==> src/rtl/proc_sequencer_pkg.sv <==
// rtl/proc_sequencer_pkg.sv - opcode fields and FSM states shared by the proc program feeder
package proc_sequencer_pkg;

    localparam logic [1:0] OP_MV  = 2'b00;
    localparam logic [1:0] OP_MVI = 2'b01;
    localparam logic [1:0] OP_ADD = 2'b10;
    localparam logic [1:0] OP_SUB = 2'b11;

    typedef enum logic [2:0] {
        IDLE,
        ISSUE,
        WAIT,
        FINISH,
        ERR
    } state_t;

endpackage

==> src/rtl/proc_sequencer_ram.sv <==
// rtl/proc_sequencer_ram.sv - program memory, synchronous write and two asynchronous read ports
module prog_ram #(
    parameter int DATAWIDTH = 6,
    parameter int ADDR_W    = 4
) (
    input  logic                 Clock,
    input  logic                 we,
    input  logic [ADDR_W-1:0]    waddr,
    input  logic [DATAWIDTH-1:0] wdata,
    input  logic [ADDR_W-1:0]    raddr_a,
    output logic [DATAWIDTH-1:0] rdata_a,
    input  logic [ADDR_W-1:0]    raddr_b,
    output logic [DATAWIDTH-1:0] rdata_b
);

    logic [DATAWIDTH-1:0] mem [2**ADDR_W];

    always_ff @(posedge Clock) begin
        if (we) begin
            mem[waddr] <= wdata;
        end
    end

    // Port a carries the opcode at pc, port b the mvi immediate at pc+1.
    assign rdata_a = mem[raddr_a];
    assign rdata_b = mem[raddr_b];

endmodule

==> src/rtl/proc_sequencer.sv <==
// rtl/proc_sequencer.sv - streams a stored program into the proc core over DIN/Run/Done
module proc_sequencer
    import proc_sequencer_pkg::*;
#(
    parameter int DATAWIDTH = 6,
    parameter int ADDR_W    = 4,
    parameter int WDOG      = 4
) (
    input  logic                 Clock,
    input  logic                 Reset,
    input  logic                 ld_en,
    input  logic [ADDR_W-1:0]    ld_addr,
    input  logic [DATAWIDTH-1:0] ld_data,
    input  logic                 start,
    input  logic [ADDR_W:0]      prog_len,
    output logic [DATAWIDTH-1:0] DIN,
    output logic                 Run,
    input  logic                 Done,
    output logic                 busy,
    output logic                 finished,
    output logic                 err,
    output logic [ADDR_W:0]      pc,
    output logic [7:0]           icount
);

    localparam int WD_W = $clog2(WDOG + 1);

    state_t               state;
    logic [ADDR_W:0]      len;
    logic [WD_W-1:0]      wdog;
    logic [DATAWIDTH-1:0] op_word;
    logic [DATAWIDTH-1:0] imm_word;
    logic [ADDR_W-1:0]    imm_addr;
    logic [ADDR_W+1:0]    pc_next;
    logic                 is_mvi;
    logic                 trunc;

    assign busy     = (state == ISSUE) || (state == WAIT);
    assign imm_addr = pc[ADDR_W-1:0] + 1'b1;

    // A write arriving together with start lands before ISSUE reads it next cycle.
    prog_ram #(
        .DATAWIDTH(DATAWIDTH),
        .ADDR_W   (ADDR_W)
    ) u_ram (
        .Clock  (Clock),
        .we     (ld_en && !busy),
        .waddr  (ld_addr),
        .wdata  (ld_data),
        .raddr_a(pc[ADDR_W-1:0]),
        .rdata_a(op_word),
        .raddr_b(imm_addr),
        .rdata_b(imm_word)
    );

    assign is_mvi  = (op_word[DATAWIDTH-1 -: 2] == OP_MVI);
    assign trunc   = is_mvi && (({1'b0, pc} + (ADDR_W+2)'(1)) >= {1'b0, len});
    assign pc_next = {1'b0, pc} + (is_mvi ? (ADDR_W+2)'(2) : (ADDR_W+2)'(1));

    // Reset gates Run/DIN at once so proc never sees a stale Run while both reset.
    assign Run = !Reset && (((state == ISSUE) && !trunc) || (state == WAIT));

    always_comb begin
        DIN = '0;
        if (!Reset) begin
            case (state)
                ISSUE:   DIN = op_word;
                WAIT:    DIN = is_mvi ? imm_word : '0;
                default: DIN = '0;
            endcase
        end
    end

    always_ff @(posedge Clock) begin
        if (Reset) begin
            state    <= IDLE;
            pc       <= '0;
            len      <= '0;
            wdog     <= '0;
            icount   <= '0;
            finished <= 1'b0;
            err      <= 1'b0;
        end else begin
            case (state)
                IDLE, FINISH, ERR: begin
                    if (start) begin
                        pc     <= '0;
                        icount <= '0;
                        err    <= 1'b0;
                        len    <= prog_len;
                        if (prog_len == '0) begin
                            finished <= 1'b1;
                            state    <= FINISH;
                        end else begin
                            finished <= 1'b0;
                            state    <= ISSUE;
                        end
                    end
                end
                ISSUE: begin
                    wdog <= '0;
                    if (trunc) begin
                        err   <= 1'b1;
                        state <= ERR;
                    end else begin
                        state <= WAIT;
                    end
                end
                WAIT: begin
                    if (Done) begin
                        if (icount != 8'hFF) begin
                            icount <= icount + 8'd1;
                        end
                        pc <= pc_next[ADDR_W:0];
                        if (pc_next >= {1'b0, len}) begin
                            finished <= 1'b1;
                            state    <= FINISH;
                        end else begin
                            state <= ISSUE;
                        end
                    end else if (wdog == WD_W'(WDOG - 1)) begin
                        err   <= 1'b1;
                        state <= ERR;
                    end else begin
                        wdog <= wdog + 1'b1;
                    end
                end
                default: state <= IDLE;
            endcase
        end
    end

endmodule

==> config.mk <==
export PLATFORM = sky130hd
export DESIGN_NAME = proc_sequencer
export DESIGN_NICKNAME = d
export VERILOG_FILES = /design/src/rtl/proc_sequencer_pkg.sv /design/src/rtl/proc_sequencer_ram.sv /design/src/rtl/proc_sequencer.sv
export SDC_FILE = /design/constraint.sdc
export NUM_CORES = 1
export LEC_CHECK = 0
export ABC_AREA = 1
export BUFFER_PORTS_ARGS = -buffer_cell sky130_fd_sc_hd__buf_4
export CORE_MARGIN = 2
export CORE_UTILIZATION = 43
export DETAILED_ROUTE_END_ITERATION = 7
export MAX_ROUTING_LAYER = met4
export PLACE_DENSITY = 0.62
export SLEW_MARGIN = 20
export SYNTH_ARGS = -nofsm -noshare
export SYNTH_HDL_FRONTEND = slang
export SYNTH_SLANG_ARGS = --single-unit
==> constraint.sdc <==
create_clock -name Clock -period 3.24 [get_ports Clock]
set_input_delay 0.162 -clock Clock [delete_from_list [all_inputs] [get_ports Clock]]
set_output_delay 0.162 -clock Clock [all_outputs]
set_load 0.1 [all_outputs]
-- Yosys cells after proc, flatten, opt, wreduce, memory -nomap -nowiden
Memories as Yosys holds them, arrays and structs flattened. A register that Yosys moved wholly into a read port is not among the register bits.
Cells that the tools add are included.
- flip-flop bits (word level): 26
- bits in writable memories: 96
- bits of input ports: 20
- output and inout bits: 23
- logic and storage cells: 88
- memories kept: 1
- memory list (name ; words ; bits a word ; read ports ; clocked after Yosys merged registers in ; write ports ; RTL line ; text):
    u_ram.mem ; 16 ; 6 ; 2 ; 1 ; 1 ; proc_sequencer_ram.sv:16 ; logic [DATAWIDTH-1:0] mem [2**ADDR_W];
- add/sub/neg operators: 5
- $lt $le $gt $ge: 2
- equality and inequality tests: 16
- muxes and demuxes: 35
- reductions and logical operators: 22
- operator list (kind ; count):
    8-bit two-way mux ; 3
    3-bit two-way mux ; 6
    8-bit case mux with 2 select lines ; 1
    6-bit by 5-bit >= comparator with 1-bit output ; 2
    6-bit two-way mux ; 2
    6-bit case mux with 2 select lines ; 1
    1-bit two-way mux ; 10
    5-bit two-way mux ; 2
    2-bit inequality test (second input constant) ; 5
    5-bit case mux with 2 select lines ; 1
    3-bit by 2-bit equality test with 1-bit output (second input constant) ; 3
    3-bit case mux with 3 select lines ; 1
    8-bit by 1-bit adder with 8-bit output (second input constant) ; 1
    4-bit two-way mux ; 2
    8-bit inequality test (second input constant) ; 1
    4-bit AND reduction ; 2
    5-bit by 1-bit adder with 6-bit output (second input constant) ; 1
    5-bit by 2-bit adder with 6-bit output ; 1
    2-bit two-way mux ; 3
    2-bit by 1-bit inequality test with 1-bit output (second input constant) ; 3
    3-bit case mux with 2 select lines ; 1
    3-bit AND reduction ; 2
    5-bit zero test ; 1
    5-bit AND reduction ; 1
    16 further kinds ; 24

-- Depth between registers and ports, before layout
Gate-level depths: netlist (run 1).
- depth after elaboration: 7
- gate-level depth with buffers: 24
- mapped depth without buffers: 23

-- Cells and area by module
A second synthesis (run 1) with hierarchy kept.
- cells, all modules: 905
- area total of the unflattened synthesis: 6979.2 µm²
- modules (own cells, without submodules) (module ; instances ; cells each ; area each (µm²) ; sequential area each (µm²)):
    prog_ram ; 1 ; 633 ; 5167.5 ; 2882.8
    proc_sequencer ; 1 ; 272 ; 1811.7 ; 520.5

-- Least setup slack after synthesis (run 1)
Ideal clock, no wire load.
- path kind: reg2out
- from: register pc[2]
- to: output port Run
- data arrival time: 4.161 ns
- data required time: 3.078 ns
- slack: -1.083 ns
- stages on the path, launching flop included: 12
- buffers on the path: 1
- path through: dfxtp_1 -> buf_2 -> nand3_1 -> xor2_1 -> inv_1 -> ha_1 -> a21o_1 -> nand2_1 -> nand4_1 -> nand3_1 -> nand2_1 -> a21oi_1
- longest elaborated chain between the ends: 7
- RTL lines (item ; RTL line ; text):
    from (decl) ; proc_sequencer.sv:22 ; output logic [ADDR_W:0] pc,
    from (signal assigned) ; proc_sequencer.sv:114 ; pc <= pc_next[ADDR_W:0];
    5-bit by 1-bit adder with 6-bit output ; proc_sequencer.sv:57 ; assign trunc = is_mvi && (({1'b0, pc} + (ADDR_W+2)'(1)) >= {1'b0, len});
    6-bit by 5-bit >= comparator with 1-bit output ; proc_sequencer.sv:57 ;
    1-bit logical AND ; proc_sequencer.sv:57 ;
    1-bit zero test ; proc_sequencer.sv:61 ; assign Run = !Reset && (((state == ISSUE) && !trunc) || (state == WAIT));
    1-bit logical AND ; proc_sequencer.sv:61 ;
    1-bit logical OR ; proc_sequencer.sv:61 ;
    1-bit logical AND ; proc_sequencer.sv:61 ;
    to (decl) ; proc_sequencer.sv:17 ; output logic Run,
Every way passes these cells.

==> flow_summary.yaml, run 1 <==
cells_and_area:
  finalNonFillerCells: 1043
  final_util_pct: 53.9
  finalNetCount: 857
  drive_gt1_share_pct: 19.8
  final_cell_area_um2: 8230
  area_growth_pct: 22.4
  n_antenna_cell: 0
synth:
  syn_nets: 804
  yosysWarnings: 0
  synth.avg_cell_area_um2: 8.76
  synthFlopType: "edfxtp_1"
  synth.top_cell.area_share_pct: 42.9
  synth_area_um2: 6720
  yosys-top-cells-area: "edfxtp_1 (43%), dfxtp_1 (8.9%), nand2_1 (7.0%)"
  yosysTopAreaCell: "edfxtp_1"
  synth_cells: 767
  synth_cell_type_count: 49
  ys_seq_area_share_pct: 51.8
  synth_async_sr_flop_share_pct: 0
  synth-edff-count: 96
  ys_ff_latch: 126
die:
  core_um2: 15300
  num_rows: 45
  initial_utilization_pct: 44.0
  die_h_um: 129
  io_pins: 43
  die_w_um: 129
  die_area_um2: 16600
critical_path:
  cp_data_arrival_time_ns: 3.50
  endpoint_kind: "flip-flop"
  critPathLaunchType: "flip-flop"
  cp_max_fo: 7
  critPathRequiredTime_ns: 3.53
  critPathKind: "flip-flop to flip-flop"
  r2r_slack_ns: 0.03
power:
  p_leak_nw: 3.22
  finalPower_mw: 5.09
  power.density_nw_per_um2: 618
  ir_worst_vdd_v: 0.000494
placement:
  dp.cells: 1006
  dpl.hpwl_um: 13000
  placed_area_um2: 7420
  place.gp.congestion: 0.933
  io_buffers: 42
run_status:
  outcome: "completed"
routing:
  drt-wirelength-per-cell_um: 18.4
  drtPass1Iterations: 6
  vias_per_cell: 5.63
  vias: 5874
  drt.antenna.violating_nets: 0
  totalWireLength_um: 19200
  drc: 0
  drt-initial-drc-count: 598
cts:
  clkTransAtPathRegs_ns: 0.06
  cts_inserted_buffers: 17
  worstSkewPairLatency_ns: 0.42
  cts_hold_buf: 0
  cts_tree: "yes"
  cts.sinks: 126
  root_buffer: "clkbuf_16"
  clk_path_buf_depth: 2
  cts.htree.levels: 4
timing:
  worstMarginPinSlew_ns: 0.743
  finalSetupViolCount: 0
  final.period_utilization_pct: 99.0
  rsz0062_at_grt: "true"
  finalHoldViolations: 0
  whs_ns: 0.0300
  clock.fmax_ghz: 0.312
  fin_worst_skew_ns: 0.00703
  slew_violations: 0
  finalCriticalPeriod_ns: 3.21
  relSlewSlack_pct: 50.3
min_path:
  hp-start: "prog_len[0]"
  min_path_type: "primary input to flip-flop"
global_routing:
  grt_pass1_vias: 5497
  grtUsageTotal_pct: 23.8
  antenna_found_initial: 0
  grt_pass1_wl_um: 29000
  grt_remaining_overflow: 0
  grt_max_degree: 36
job:
  maxCapViolCount: 0
## sequential cells by signal, summed over array words and instances, names as in the netlist, named ones only
register   cells
len            5
icount         8
finished       1
pc             5
state          3
wdog           3
err            1
u_ram.mem     96
## cell type report
| class | count | area [µm²] |
|---|---|---|
| Fill cell | 1321 | 7030 |
| Sequential cell | 126 | 3490 |
| Multi-Input combinational cell | 517 | 2940 |
| Timing Repair Buffer | 73 | 619 |
| Clock buffer | 18 | 429 |
| Inverter | 85 | 344 |
| Tap cell | 211 | 264 |
| Clock inverter | 13 | 141 |
## layer usage
| metal | track usage [%] | share of wire [%] | vias up |
|---|---|---|---|
| met3 | 5.53 | 7.4 | 52 |
| met4 | 7.23 | 2.4 | 0 |
| met1 | 29.4 | 42 | 2784 |
| met2 | 39.0 | 48 | 289 |
| li1 | - | - | 2749 |
| met5 | - | 0 | - |
## per-stage QoR
stage / setup slack, ns / setup TNS [ns]
after floorplan: -0.140 / -0.140
after global placement: 0.158 / 0
after detailed placement: 0.0534 / 0
after CTS: 0.0310 / 0
after global routing: -0.151 / -0.268
final: 0.0314 / 0
## power by group
| part | switching [mW] | internal [mW] | total (mW) |
|---|---|---|---|
| registers | 0.0481 | 1.79 | 1.84 |
| clock network | 0.730 | 1.13 | 1.86 |
| logic | 0.941 | 0.451 | 1.39 |
| total | 1.72 | 3.37 | 5.09 |
## cells by family (layout without fill, tap and decap cells)
kind of cell	Yosys count	after routing	synth area share, %
buffers and inverters	124	189	7.73
DFF	126	126	51.8
and+or+nand+nor	311	311	21.0
adders and majority gates	17	17	3.28
AOI/OAI and AO/OA	183	183	15.4
xor gates and xnor gates	6	6	0.782
## placed cells by master, fill, tap and decap left out, types with 9 or more instances in the layout
master / instances
inv_1: 73
ha_1: 13
nand3_1: 65
dfxtp_1: 26
a31oi_1: 9
a21oi_1: 57
nor2_1: 81
edfxtp_1: 96
nand2_1: 123
nand4_1: 9
o211ai_1: 15
buf_4: 67
nand3_2: 11
o21ai_0: 67
clkbuf_16: 19
## cell usage after synthesis, types with 2 or more instances
| cell | n |
|---|---|
| o21ai_1 | 4 |
| nor3_1 | 2 |
| nor2_8 | 2 |
| a31oi_1 | 9 |
| o21bai_2 | 2 |
| nand3b_1 | 2 |
| o22ai_1 | 4 |
| nor2_1 | 82 |
| nand4_1 | 9 |
| o221ai_1 | 4 |
| o211ai_1 | 15 |
| nand2_1 | 125 |
| buf_2 | 14 |
| clkbuf_1 | 19 |
| ha_1 | 16 |
| xor2_1 | 5 |
| inv_1 | 74 |
| a21oi_1 | 66 |
| edfxtp_1 | 96 |
| clkinv_4 | 2 |
| nand3_2 | 2 |
| nand3_1 | 75 |
| o21ai_0 | 72 |
| nor2_2 | 2 |
| dfxtp_1 | 30 |
| buf_4 | 3 |
| nand2_4 | 2 |
| clkbuf_2 | 2 |
| o21bai_1 | 2 |
| inv_2 | 6 |
## worst paths after layout
| path | end | cells after the start |
|---|---|---|
| hold / removal | len[0] | 3 |
| setup / recovery | state[1] | 19 |
| hold reg to reg | finished | 2 |
| setup reg to reg | state[1] | 19 |
## worst max-delay path, stage by stage, from the launching register on
cell       delay (ns)
dfxtp_4          0.39
clkbuf_16        0.17
nand2_4          0.05
o211ai_1         0.14
nand3_2          0.14
nand3_4          0.09
a21oi_4          0.20
inv_2            0.06
ha_4             0.17
fa_2             0.40
xor2_2           0.17
ha_1             0.31
nand2_1          0.09
nor2_1           0.05
nand3_1          0.08
nand4_1          0.18
a21oi_2          0.19
nand2_1          0.06
nand2_1          0.07
a21oi_1          0.06
## repair_timing
item                                    4_1_cts  5_1_grt
gates resized for setup                       0       38
hold endpoints to repair                      0        0
endpoints found under the setup margin        0        3
setup buffers                                 0        4
(Power assumes the default switching activity.)
==> run 2: changes to the inputs <==
- ABC_AREA: 1 -> not set
==> flow_summary.yaml, run 2 <==
routing:
  drc: 0
  vias: 4036
  totalWireLength_um: 14400
  vias_per_cell: 5.82
  drt-wirelength-per-cell_um: 20.8
  drt-initial-drc-count: 307
  drt.antenna.violating_nets: 0
  drtPass1Iterations: 5
synth:
  synth_area_um2: 6280
  yosys-top-cells-area: "edfxtp_1 (46%), mux4_2 (16%), dfxtp_1 (9.6%)"
  yosys-top-cells-count: "edfxtp_1 (96), mux4_2 (45), nor2_1 (35), dfxtp_1 (30), a21oi_1 (17)"
  synth.top_cell.area_share_pct: 45.9
  synth_cell_type_count: 51
  ys_seq_area_share_pct: 55.4
  yosysTopAreaCell: "edfxtp_1"
  syn_nets: 456
  synth-edff-count: 96
  synth.most_common_cell: "edfxtp_1"
  ys_ff_latch: 126
  synthFlopType: "edfxtp_1"
  synth_cells: 419
  yosysWarnings: 0
  synth.avg_cell_area_um2: 15.0
  synth_async_sr_flop_share_pct: 0
critical_path:
  critPathCapture: "finished"
  regToRegEndpoint: "finished"
  cp_max_fo: 5
  endpoint_kind: "flip-flop"
  critPathLaunchType: "flip-flop"
  critPathRequiredTime_ns: 3.55
  r2r_slack_ns: -0.35
  reg2regPathDepth: 12
  critPathKind: "flip-flop to flip-flop"
  cp_data_arrival_time_ns: 3.90
timing:
  fin_ws_ns: -0.351
  finalSetupViolCount: 2
  worstMarginPinSlew_ns: 0.744
  finalCriticalPeriod_ns: 3.59
  tns_ns: -0.673
  relSlewSlack_pct: 50.2
  clock.fmax_ghz: 0.278
  final.period_utilization_pct: 111
  rsz0062_at_grt: "true"
  fin_worst_skew_ns: 0.00587
  finalHoldViolations: 0
  slew_violations: 0
power:
  p_leak_nw: 2.68
  ir_worst_vdd_v: 0.000436
  power.density_nw_per_um2: 509
min_path:
  worstHoldPathCells: 1
  min_path_type: "primary input to flip-flop"
cells_and_area:
  area_growth_pct: 22.8
  fillers: 1157
  drive_gt1_share_pct: 35.9
  mostFrequentLayoutCells: "edfxtp_1 (96), buf_4 (73), mux4_2 (52)"
  final_common_cell: "edfxtp_1"
  finalNonFillerCells: 694
  largest_reg_flops: 96
  n_antenna_cell: 0
  top_register: "u_ram.mem"
  finalNetCount: 534
  largest_registers: "u_ram.mem (96), icount (8)"
die:
  die_area_um2: 15600
  initial_utilization_pct: 43.6
  core_um2: 14400
  die_h_um: 125
  num_rows: 44
  die_w_um: 125
  io_pins: 43
global_routing:
  grt_remaining_overflow: 0
  grt_max_degree: 26
  grt_pass1_wl_um: 22900
  grtUsageTotal_pct: 19.9
  grt_pass1_vias: 4156
  antenna_found_initial: 0
cts:
  clk_path_buf_depth: 2
  cts_inserted_buffers: 17
  cts_tree: "yes"
  worstSkewPairLatency_ns: 0.42
  root_buffer: "clkbuf_16"
  cts.sinks: 126
  clkTransAtPathRegs_ns: 0.06
  cts.htree.levels: 4
run_status:
  outcome: "finished, violations left"
  violations: "negative setup slack"
placement:
  io_buffers: 42
  dpl.hpwl_um: 10200
  place.gp.congestion: 0.891
  dp.cells: 649
job:
  maxCapViolCount: 0
==> run 2: changes by cell type after synthesis, sizes merged, moves of 7 or more <==
cell | before | now
o211ai | 15 | 0
a21oi | 67 | 18
o21ai | 77 | 8
nand3 | 77 | 11
nand2b | 0 | 7
nor2 | 87 | 35
nand2 | 129 | 16
mux2i | 0 | 9
inv | 82 | 13
buf | 18 | 8
mux4 | 0 | 56
xnor2 | 1 | 8
nor3 | 3 | 12
==> run 2: repair_timing <==
action | CTS | global route
hold buffers | 5 | 0
hold endpoints to repair | 5 | 0
endpoints found under the setup margin | 8 | 6
setup buffers | 5 | 3
gates resized for setup | 7 | 7
pin swaps | 5 | 9
==> run 2: how the worst min path moves through the flow <==
| stage | start | slack (ns) | to |
|---|---|---|---|
| finish | ld_data[4] | 0.04 | u_ram.mem[7][4] |
| global route | ld_data[5] | 0.05 | u_ram.mem[4][5] |
| CTS | ld_data[5] | 0.02 | u_ram.mem[8][5] |
| detailed placement | prog_len[2] | 0.42 | len[2] |
| global placement | prog_len[4] | 0.40 | len[4] |
| floorplan | ld_data[0] | 0.26 | u_ram.mem[0][0] |
==> run 2: critical path, stage by stage (launching register included) <==
cell and delay [ns]:
dfxtp_4 0.36, buf_12 0.12, mux4_2 0.49, mux4_2 0.49, nand2b_4 0.18, ha_4 0.16, fa_2 0.55, ha_4 0.20
a211oi_2 0.16, o21bai_1 0.09, a221o_1 0.35, o31ai_2 0.24, a21oi_1 0.09
==> run 2: cell type report <==
cell class	instances	area [µm²]	area share [%]
Clock inverter	15	160	2.08
Inverter	13	48.8	0.633
Timing Repair Buffer	82	661	8.57
Sequential cell	126	3490	45.2
Clock buffer	17	425	5.52
Multi-Input combinational cell	257	2700	35.0
Tap cell	184	230	2.99
==> run 2: through the flow <==
| stage | setup slack (ns) | util, % | hold slack (ns) | instance area, µm² | power [mW] |
|---|---|---|---|---|---|
| 5_1_grt | -0.487 | 53.5 | 0.0527 | 7710 | 4.05 |
| 2_1_floorplan | -0.304 | - | 0.261 | 6330 | 1.99 |
| 3_5_place_dp | -0.486 | 48.4 | 0.419 | 6980 | 2.09 |
| 3_3_place_gp | -0.345 | 48.4 | 0.402 | 6980 | 2.08 |
| 6_report | -0.351 | 53.5 | 0.0429 | 7710 | 3.92 |
| 4_1_cts | -0.288 | 53.3 | 0.0240 | 7680 | 3.95 |
==> run 2: cell families (layout without fill, tap and decap cells) <==
kind of cell	count (synthesis)	after routing	synth area share [%]
and+or+nand+nor	108	108	8.86
AOI/OAI and AO/OA	55	55	5.97
DFF	126	126	55.4
adders and majority gates	17	17	3.51
muxes	66	66	22.3
xor gates and xnor gates	11	11	1.53
buffers and inverters	36	127	2.33
==> run 2: metal layers <==
layer,GRT usage (%),part of all wire [%],up-vias
met2,31.8,50,144
li1,-,-,1819
met3,4.42,5.0,19
met5,-,0,-
met1,25.1,43,2054
met4,7.65,1.9,0
==> run 2: where the power goes <==
group          internal [mW]  switching (mW)
Clock                   1.14           0.725
Combinational          0.101           0.179
Sequential              1.76          0.0188
Total                   3.00           0.923
